## src/rtl/uart_pkg.sv

```systemverilog
// Shared UART types and constants.
// Used by both the RX and TX byte buffers.
package uart_pkg;

  typedef logic [7:0] byte_t;

  localparam int UART_FIFO_DEPTH = 16;

endpackage

```

## src/rtl/uart_rx_fifo_mem.sv

```systemverilog
// Byte storage for the RX FIFO.
// Synchronous write, asynchronous read, no reset.
module uart_rx_fifo_mem
  import uart_pkg::*;
#(
  parameter int DEPTH = UART_FIFO_DEPTH,
  parameter int AW    = $clog2(DEPTH)
) (
  input  logic          clk,
  input  logic          we,
  input  logic [AW-1:0] waddr,
  input  byte_t         wdata,
  input  logic [AW-1:0] raddr,
  output byte_t         rdata
);

  byte_t mem_q [DEPTH];

  // capture the pushed byte; contents are never reset
  always_ff @(posedge clk) begin
    if (we) mem_q[waddr] <= wdata;
  end

  assign rdata = mem_q[raddr];

endmodule

```

## src/rtl/uart_rx_fifo.sv

```systemverilog
// RX byte FIFO behind uart_rx, FWFT valid/ready output.
// Optional almost_full port: UART_RX_FIFO_WATERMARK_EN.
module uart_rx_fifo
  import uart_pkg::*;
#(
  parameter int DEPTH       = UART_FIFO_DEPTH,
  parameter int ALMOST_FULL = 12
) (
  input  logic                   clk,
  input  logic                   rst_n,
  input  byte_t                  in_data,
  input  logic                   in_valid,
  output byte_t                  out_data,
  output logic                   out_valid,
  input  logic                   out_ready,
  output logic [$clog2(DEPTH):0] count,
  output logic                   overflow,
  input  logic                   clr_overflow
`ifdef UART_RX_FIFO_WATERMARK_EN
  ,
  output logic                   almost_full
`endif
);

  localparam int AW = $clog2(DEPTH);
  localparam int CW = AW + 1;

  localparam bit CfgOk =
    (DEPTH >= 2) &&
    ((DEPTH & (DEPTH - 1)) == 0) &&
    (ALMOST_FULL >= 1) &&
    (ALMOST_FULL <= DEPTH);

  if (!CfgOk) begin : g_bad_cfg
    $error("uart_rx_fifo: bad DEPTH/ALMOST_FULL");
  end

  logic [AW-1:0] wr_ptr_q, wr_ptr_d;
  logic [AW-1:0] rd_ptr_q, rd_ptr_d;
  logic [CW-1:0] count_q, count_d;
  logic          ovf_q, ovf_d;
  logic          full;
  logic          push;
  logic          pop;
  logic          drop;

  assign full      = (count_q == CW'(DEPTH));
  assign out_valid = (count_q != '0);
  assign pop       = out_valid && out_ready;
  assign push      = in_valid && (!full || pop);
  assign drop      = in_valid && full && !pop;

  uart_rx_fifo_mem #(
    .DEPTH (DEPTH),
    .AW    (AW)
  ) u_mem (
    .clk   (clk),
    .we    (push),
    .waddr (wr_ptr_q),
    .wdata (in_data),
    .raddr (rd_ptr_q),
    .rdata (out_data)
  );

  // next pointers, fill level and sticky drop flag
  always_comb begin
    wr_ptr_d = wr_ptr_q;
    rd_ptr_d = rd_ptr_q;
    count_d  = count_q;
    ovf_d    = ovf_q;
    if (push) wr_ptr_d = wr_ptr_q + AW'(1);
    if (pop)  rd_ptr_d = rd_ptr_q + AW'(1);
    case ({push, pop})
      2'b10:   count_d = count_q + CW'(1);
      2'b01:   count_d = count_q - CW'(1);
      default: count_d = count_q;
    endcase
    if (drop)              ovf_d = 1'b1;
    else if (clr_overflow) ovf_d = 1'b0;
  end

  // pointer, count and flag registers
  always_ff @(posedge clk or negedge rst_n) begin
    if (!rst_n) begin
      wr_ptr_q <= '0;
      rd_ptr_q <= '0;
      count_q  <= '0;
      ovf_q    <= 1'b0;
    end else begin
      wr_ptr_q <= wr_ptr_d;
      rd_ptr_q <= rd_ptr_d;
      count_q  <= count_d;
      ovf_q    <= ovf_d;
    end
  end

  assign count    = count_q;
  assign overflow = ovf_q;

`ifdef UART_RX_FIFO_WATERMARK_EN
  logic af_q, af_d;

  assign af_d = (count_d >= CW'(ALMOST_FULL));

  // watermark tracks the same edge as count
  always_ff @(posedge clk or negedge rst_n) begin
    if (!rst_n) af_q <= 1'b0;
    else        af_q <= af_d;
  end

  assign almost_full = af_q;
`endif

endmodule
```

## config.mk

```make
export PLATFORM = sky130hd
export DESIGN_NAME = uart_rx_fifo
export DESIGN_NICKNAME = d
export VERILOG_FILES = /design/src/rtl/uart_pkg.sv /design/src/rtl/uart_rx_fifo_mem.sv /design/src/rtl/uart_rx_fifo.sv
export SDC_FILE = /design/constraint.sdc
export NUM_CORES = 1
export LEC_CHECK = 0
export CORE_ASPECT_RATIO = 0.8
export CORE_MARGIN = 5
export CORE_UTILIZATION = 40
export DETAILED_ROUTE_END_ITERATION = 8
export GPL_TIMING_DRIVEN = 0
export PLACE_DENSITY = 0.62
export SLEW_MARGIN = 20
export SYNTH_ARGS = -nofsm -noshare
export SYNTH_HDL_FRONTEND = slang
export SYNTH_SLANG_ARGS = --single-unit
```

## constraint.sdc

```tcl
create_clock -name clk -period 2.6 [get_ports clk]
set_input_delay 0.39 -clock clk [delete_from_list [all_inputs] [get_ports clk]]
set_output_delay 0.39 -clock clk [all_outputs]
set_load 0.01 [all_outputs]
```

# Word-level counts from Yosys, hierarchy flattened
# Memories as Yosys holds them, arrays and structs flattened.
# Cells that the tools add are included.
[classes] n_addsub=4 n_eq_ne=3 mux=5 n_reduce_logical=10
[op_table] cell="$pmux 5 s2" count=1
[op_table] cell="$add 4x1->4 const B" count=2
[op_table] cell="$add 5x1->5 const B" count=1
[op_table] cell="$eq 5x5->1 const B" count=1
[op_table] cell="$reduce_bool 5->1" count=1
[op_table] cell="$sub 5x1->5 const B" count=1
[op_table] cell="$logic_and 1x1->1" count=4
[op_table] cell="$mux 1" count=4
[op_table] cell="$reduce_bool 2->1" count=2
[op_table] cell="$eq 2x1->1 const B" count=1
[op_table] cell="$eq 2x2->1 const B" count=1
[op_table] cell="$logic_not 1->1" count=2
[op_table] cell="$logic_or 1x1->1" count=1
[word_totals] register_bits=14 ram_bits=128 input_bits=13 out_inout_bits=15 wordCells=27 n_memories=1
[memory_table] memory="u_mem.mem_q" words=16 word_bits=8 read_ports=1 rd_ports_with_merged_regs=0 wr=1 line_no="uart_rx_fifo_mem.sv:17" text="byte_t mem_q [DEPTH];"

# Depth between registers and ports, before layout
# Gate-level depths: netlist of run 1.
[depth] word_depth=6 depth_mapped=9

# By module
# Synthesis of run 1 repeated with hierarchy kept, for this count alone.
[unflattened] cells_unflattened=315 area_unflattened_um2=5972.0
[modules_own_cells] mod="uart_rx_fifo_mem" n_inst=1 cells_per_inst=221 area_per_inst_um2=4987.3 seq_area_each_um2=3843.7
[modules_own_cells] mod="uart_rx_fifo" n_inst=1 cells_per_inst=94 area_per_inst_um2=984.7 seq_area_each_um2=350.3

# Least setup slack after synthesis of run 1
# Ideal clock, no wire load.
[synth_path] path_type="reg-to-reg" from="register count_q[2] (netlist: count[2])" to="register count_q[4] (netlist: count[4])" arrival_ns=2.413 required_time_ns=2.524 setup_slack_ns=0.111 stages_incl_launch_ff=10 path_buffers=1 synth_period_minus_slack_ns=2.489 path_cell_list="dfrtp_1 > clkbuf_1 > or4_1 > nand2_1 > o21ai_0 > ha_1 > o31a_1 > or4_1 > o211a_1 > o21ai_1"
[synth_via] elab_chain_cells=6 word_cells_on_any_way=12 cone_classes="add/sub: 2; eq/ne: 3; mux: 1; reduce/logical: 6"
[synth_lines] element="start: declaration" line_no="uart_rx_fifo.sv:40" text="logic [CW-1:0] count_q, count_d;"
[synth_lines] element="start signal: assignment" line_no="uart_rx_fifo.sv:92" text="count_q <= count_d;"
[synth_lines] element="$eq 5x5->1 or $reduce_bool 5->1 (tied branches)" line_no="uart_rx_fifo.sv:47, uart_rx_fifo.sv:48"
[synth_lines] element="$logic_not 1->1 or $logic_and 1x1->1 (tied branches)" line_no="uart_rx_fifo.sv:50, uart_rx_fifo.sv:49"
[synth_lines] element="$logic_or 1x1->1" line_no="uart_rx_fifo.sv:50" text="assign push = in_valid && (!full || pop);"
[synth_lines] element="$logic_and 1x1->1" line_no="uart_rx_fifo.sv:50"
[synth_lines] element="$eq 2x1->1 or $eq 2x2->1 (tied branches)" line_no="uart_rx_fifo.sv:73" text="case ({push, pop})"
[synth_lines] element="$pmux 5 s2 or $reduce_bool 2->1 (tied branches)"
# Parallel ways exist; a longest one is shown, timed or not.
# A chain may end at the register's enable or synchronous reset.

# Worst setup path after layout of run 1
[layout_path] from="register rd_ptr_q[0]" to="output port out_data[1]"
[layout_via] elab_chain_cells=1
[layout_lines] element="start: declaration" line_no="uart_rx_fifo.sv:39" text="logic [AW-1:0] rd_ptr_q, rd_ptr_d;"
[layout_lines] element="start signal: assignment" line_no="uart_rx_fifo.sv:91" text="rd_ptr_q <= rd_ptr_d;"
[layout_lines] element="$mem_v2 16x8"
[layout_lines] element="end: declaration" line_no="uart_rx_fifo.sv:13" text="output byte_t out_data,"
# No other way between the ends.

==> metrics.yaml, run 1 <==
status: "complete, no violations"
clkSinkCount: 142
synthFlopType: "edfxtp_1"
cap_violations: 0
startpoint_type: "flop"
avgViaCountPerCell: 5.292
syn-instance-count: 312
layout_min_cycle_time_ns: 2.565
cp-endpoint: "out_data[1]"
leakagePower_uw: 0.002407
wl_per_cell_um: 21.71
numCtsBuffers: 17
syn_to_final_growth_pct: 25.15
crit_required_ns: 2.21
gp_congestion: 0.7922
core_sq_um: 14200
grt_pass1_vias: 3085
insertion_delay_ns: 0.41
power.share.sequential: 0.361
drc: 0
yosysSeqAreaShare: 0.7266
syn_area_sq_um: 5772
yosysWarnings: 0
placed_cell_area_sq_um: 6282
place_ws_ns: -0.4677
start_util: 0.4065
drive_gt1_frac: 0.3584
hold_viol: 0
final_common_cell: "edfxtp_1"
clock.fmax_mhz: 389.9
antenna_found_initial: 0
criticalPathCategory: "flop to primary output"
hp-class: "input pin to asynchronous set/reset pin"
worst-path-max-fanout: 5
p_switching_uw: 2650
crit-reg2reg-launch: "count[0]$_DFFE_PN0P_"
total_power_uw: 8314
die_x_um: 144.3
utilization: 0.5087
avgSynthCellArea_sq_um: 18.50
die_area_sq_um: 16950
worstSetupEndpointType: "primary output"
io_pins: 28
syn_nets: 332
rsz0062_at_grt: "true"
grt_max_degree: 17
dp_hpwl_um: 7564
postCtsHoldBufs: 0
final_cell_mix: "128 x edfxtp_1, 32 x mux4_2, 18 x nand2_1, 18 x clkdlybuf4s50_1, 17 x clkbuf_16"
ant_nets: 0
nNetsFinal: 393
drt_wl_total_um: 12360
layout_setup_ws_ns: 0.03508
async_reset_ff_frac: 0.09859
tritoncts: "done"
clkPwrFrac: 0.275
worst_pin_slew_ns: 0.9600
p_per_area_nw_per_um2: 1151
r2r_end: "count[4]$_DFFE_PN0P_"
final_cell_area_sq_um: 7223
skew_ns: 0.006527
cts-htree-levels: 4
setup_violations: 0
r2r_setup_slack_ns: 0.12
arrival_ns: 2.17
clk_root_buffer_cell: "clkbuf_16"
r2r_cells: 8
drtPass1Iterations: 4
critPathLaunch: "rd_ptr_q[0]$_DFFE_PN0N_"
num_rows: 39
internal_power_uw: 5665
grt_remaining_overflow: 0
whs_ns: 0.3910
vias: 3011
grt_pass1_wl_um: 18770
p_comb_frac: 0.364
drt_first_iter_violations: 311
clk_pin_slew_worst_paths_ns: 0.06
track_usage: 0.1546
worst_ir_drop_vdd_uv: 539.8
p_sw_frac: 0.3187
fp.dieH_um: 117.4
final.period_utilization: 0.9865
ys_types: 39
cts_buffer_depth: 2
drv_slew: 0
insertedDiodeCount: 0
port_buffers: 26
slew_headroom: 0.3577
synth_edf_count: 128
synth_seq_cells: 142
-- cell usage after synthesis, drive strengths merged (2+ instances only) --
master  count  share of area
nand2b      4         0.0048
nor2       14         0.0091
dfrtp      14          0.061
a21oi       3         0.0026
a22oi      16          0.021
xnor2       5         0.0076
a211o       2         0.0030
xor2        3         0.0046
and2        2         0.0022
mux2        3         0.0072
mux4       32           0.12
nand3       4         0.0035
or4         3         0.0039
nor3       11         0.0095
inv         5         0.0033
nand2      18          0.012
nor2b       4         0.0043
o21ai       5         0.0043
buf         8         0.0074
clkbuf      9         0.0059
ha          7          0.015
edfxtp    128           0.67
-- critical path: stages (launching register included) --
cell and delay [ns]:
dfrtp_1 0.37, buf_6 0.16, buf_6 0.14, buf_12 0.13
buf_6 0.09, mux4_2 0.50, a22oi_2 0.12, nand2_1 0.10
buf_2 0.15
-- cell families (layout without fill, tap and decap cells) --
| kind of cell | after synthesis | in the layout | synth area share |
|---|---|---|---|
| compound gates | 34 | 34 | 0.04162 |
| xor+xnor | 8 | 8 | 0.01214 |
| fa+ha+maj | 7 | 7 | 0.01517 |
| buf+inv | 22 | 95 | 0.01647 |
| flops | 142 | 142 | 0.7266 |
| mux | 35 | 35 | 0.1320 |
| simple gates | 64 | 64 | 0.05593 |
-- metrics by stage --
| step | TNS [ns] | std cells |
|---|---|---|
| 5_1_grt | -2.278 | 569 |
| 3_5_place_dp | -52.93 | 522 |
| 2_1_floorplan | 0 | 312 |
| 6_report | 0 | 569 |
| 4_1_cts | -0.3185 | 559 |
| 3_3_place_gp | -59.45 | 522 |
-- area by class of cell --
type | count | area [sq um]
Buffer | 14 | 125.1
Clock buffer | 17 | 425.4
Multi-Input combinational cell | 148 | 1662
Fill cell | 1127 | 6977
Clock inverter | 14 | 127.6
Tap cell | 184 | 230.2
Sequential cell | 142 | 4199
Timing Repair Buffer | 45 | 435.4
Inverter | 5 | 18.77
-- sequential cells by signal, indices dropped and copies added, names as in the netlist --
name and flops:
overflow 1, u_mem.mem_q 128, count 5, rd_ptr_q 4
wr_ptr_q 4
-- worst min-delay path by stage --
| stage | startpoint | to |
|---|---|---|
| after floorplan | rst_n | count[0]$_DFFE_PN0P_ |
| after global placement | overflow$_DFFE_PN0P_ | overflow$_DFFE_PN0P_ |
| after CTS | out_ready | rd_ptr_q[2]$_DFFE_PN0N_ |
| final | rst_n | count[2]$_DFFE_PN0P_ |
| after detailed placement | overflow$_DFFE_PN0P_ | overflow$_DFFE_PN0P_ |
| after global routing | rst_n | count[2]$_DFFE_PN0P_ |
-- power by group through the flow --
stage / clock (uW) / sequential, uW / combinational [uW]
detailed placement: 0 / 3000 / 2580
global route: 2440 / 3040 / 3270
CTS: 2310 / 2990 / 2880
global placement: 0 / 2980 / 2510
finish: 2290 / 3000 / 3030
floorplan: 0 / 2970 / 1640
-- per-layer routing --
metal / up-vias / wire, um / track usage
met4: 0 / 72 / 0.05420
met2: 75 / 6208 / 0.2277
met1: 1547 / 5298 / 0.2223
li1: 1383 / - / -
met5: - / 0 / 0
met3: 6 / 777 / 0.04150
-- repair_timing --
| action | 4_1_cts | 5_1_grt |
|---|---|---|
| cloned | 2 | 0 |
| endpoints found under the setup margin | 52 | 104 |
| pin swaps | 10 | 13 |
| buffers inserted | 6 | 12 |
| resized for setup | 68 | 29 |
(Power assumes the default switching activity.)
==> inputs of run 2 (changes only) <==
GPL_TIMING_DRIVEN = 1   (was 0)
SETUP_SLACK_MARGIN = 0.3   (was default)
==> run 2 against run 1 <==
Net effect:
- sequential share of layout area shrank 2.2 points
- die area is the same
- core utilization grew 1.9 points
- largest cell class unchanged
- highest routed layer unchanged
- cell area grew 3.8%
- combinational power grew 11%
- cell count grew 4.6%
- clock power grew 3%
- critical path depth shrank 1
- hold slack lost 0.015 ns
- fmax grew 0.61%
- non-clock buffer count grew 25
==> metrics.yaml, run 2 (synthesis gave the netlist of run 1 again) <==
status: "complete, no violations"
grt_max_degree: 36  # +19
rsz0062_at_grt: "true"
clock.fmax_mhz: 392.3  # +0.61%
postCtsHoldBufs: 0  # unchanged
slew_headroom: 0.5670  # +0.2093
wl_met1_um: 5530  # +4.4%
track_usage: 0.1511  # -0.003584
drv_slew: 0  # unchanged
arrival_ns: 2.16  # about the same
startpoint_type: "flop"
setup_violations: 0  # unchanged
syn_to_final_growth_pct: 29.94
drt_wl_total_um: 12030  # -2.6%
antenna_found_initial: 0  # unchanged
placed_cell_area_sq_um: 6525  # +3.9%
die_x_um: 144.3  # unchanged
clk_root_buffer_cell: "clkbuf_16"
insertion_delay_ns: 0.41  # about the same
tritoncts: "done"
cts-htree-levels: 4  # unchanged
total_power_uw: 8732  # +5.0%
largest_reg_flops: 128  # unchanged
met2_length_um: 5612  # -9.6%
drtPass1Iterations: 4  # unchanged
grt_pass1_wl_um: 18770  # unchanged
ant_nets: 0  # unchanged
worst_ir_drop_vdd_uv: 627.0  # +16%
insertedDiodeCount: 0  # unchanged
top_register: "u_mem.mem_q"
nNetsFinal: 418  # +6.4%
leakagePower_uw: 0.002605  # +8.2%
dr_wl_met3_um: 736  # -5.3%
p_per_area_nw_per_um2: 1164  # +1.2%
final_common_cell: "edfxtp_1"
wl_per_cell_um: 20.22  # -6.9%
cap_violations: 0  # unchanged
numCtsBuffers: 17  # unchanged
final_cell_area_sq_um: 7500  # +3.8%
vias: 3166  # +5.1%
hold_viol: 0  # unchanged
gp_congestion: 0.8624  # +8.9%
maxUsedRoutingLayer: "met4"
fp.dieH_um: 117.4  # unchanged
worst-path-max-fanout: 6  # +1
drc: 0  # unchanged
drt_first_iter_violations: 211  # -32%
num_rows: 39  # unchanged
avgViaCountPerCell: 5.321  # +0.55%
worst_pin_slew_ns: 0.6475  # -0.3125 ns
criticalPathCategory: "flop to primary output"
io_pins: 28  # unchanged
crit_required_ns: 2.21  # about the same
drive_gt1_frac: 0.3844  # +0.02599
port_buffers: 27  # +3.8%
clkSinkCount: 142  # unchanged
skew_ns: 0.008164  # +0.001638 ns
layout_min_cycle_time_ns: 2.549  # -0.01562 ns
grt_remaining_overflow: 0  # unchanged
dp_hpwl_um: 7337  # -3.0%
hp-class: "input pin to asynchronous set/reset pin"
die_area_sq_um: 16950  # unchanged
final.period_utilization: 0.9805  # -0.006007
grt_pass1_vias: 3256  # +5.5%
worstSetupEndpointType: "primary output"
clk_pin_slew_worst_paths_ns: 0.06  # about the same
core_sq_um: 14200  # unchanged
final_cell_mix: "128 x edfxtp_1, 36 x buf_4, 32 x mux4_2, 18 x clkdlybuf4s50_1, 17 x clkbuf_16"
cts_buffer_depth: 2  # unchanged
start_util: 0.4065  # unchanged
==> run 2: changes by cell type in the layout (fill, tap and decap cells not counted), moves of 4 or more <==
cell,delta
nor3_4,-4
nand2_2,+4
nor2_1,+12
nor2_4,-5
buf_6,+5
buf_4,+25
nand2_1,-4
buf_8,+4
nor2_2,-7
==> run 2: critical path, stage by stage, from the launching register on <==
cell and delay, ns:
dfrtp_2 0.44, buf_6 0.13, buf_12 0.12, buf_8 0.11
mux4_2 0.53, a22oi_2 0.17, nand2_2 0.12, buf_6 0.14
==> run 2: final timing paths <==
kind | start | endpoint | slack (ns) | cells after the start
setup reg to reg | count[2]$_DFFE_PN0P_ | count[4]$_DFFE_PN0P_ | 0.28 | 8
hold / removal | rst_n | overflow$_DFFE_PN0P_ | 0.38 | 1
hold reg to reg | overflow$_DFFE_PN0P_ | overflow$_DFFE_PN0P_ | 0.53 | 2
min in group clk | overflow$_DFFE_PN0P_ | overflow$_DFFE_PN0P_ | 0.53 | 2
max in group asynchronous | rst_n | rd_ptr_q[0]$_DFFE_PN0N_ | 1.77 | 1
setup / recovery | rd_ptr_q[0]$_DFFE_PN0N_ | out_data[2] | 0.05 | 7
==> run 2: what timing repair did <==
item	CTS	global route
pin swaps	20	6
buffers inserted	18	1
cloned	3	0
endpoints found under the setup margin	10	15
resized for setup	63	15
==> run 2: area by class of cell <==
class,count,area [sq um]
clock inverter,12,145.1
tap,184,230.2
timing repair buffer,84,870.8
multi-input combinational,148,1600
fill,1092,6700
clock buffer,20,436.7
sequential,142,4198
inverter,5,18.77
==> run 2: per-stage QoR <==
stage	utilization	setup slack, ns	instances	setup TNS, ns	hold WS [ns]
2_1_floorplan	-	0.2179	312	0	0.09441
3_3_place_gp	0.4595	0.1402	541	0	0.5135
3_5_place_dp	0.4595	0.09010	541	0	0.5160
4_1_cts	0.5239	0.04573	594	0	0.3971
5_1_grt	0.5282	-0.03134	595	-0.1030	0.4265
6_report	0.5282	0.05070	595	0	0.3764
==> run 2: report_power, final <==
part	switching, uW	internal [uW]
Clock	863	1500
Combinational	1540	1820
Sequential	205	2810
Total	2610	6120
==> run 2: layer usage <==
layer  up-vias  global-route usage
met1      1628              0.2201
met3        16             0.04841
met2        89              0.2199
met5         -                   0
li1       1433                   -
met4         0             0.04079
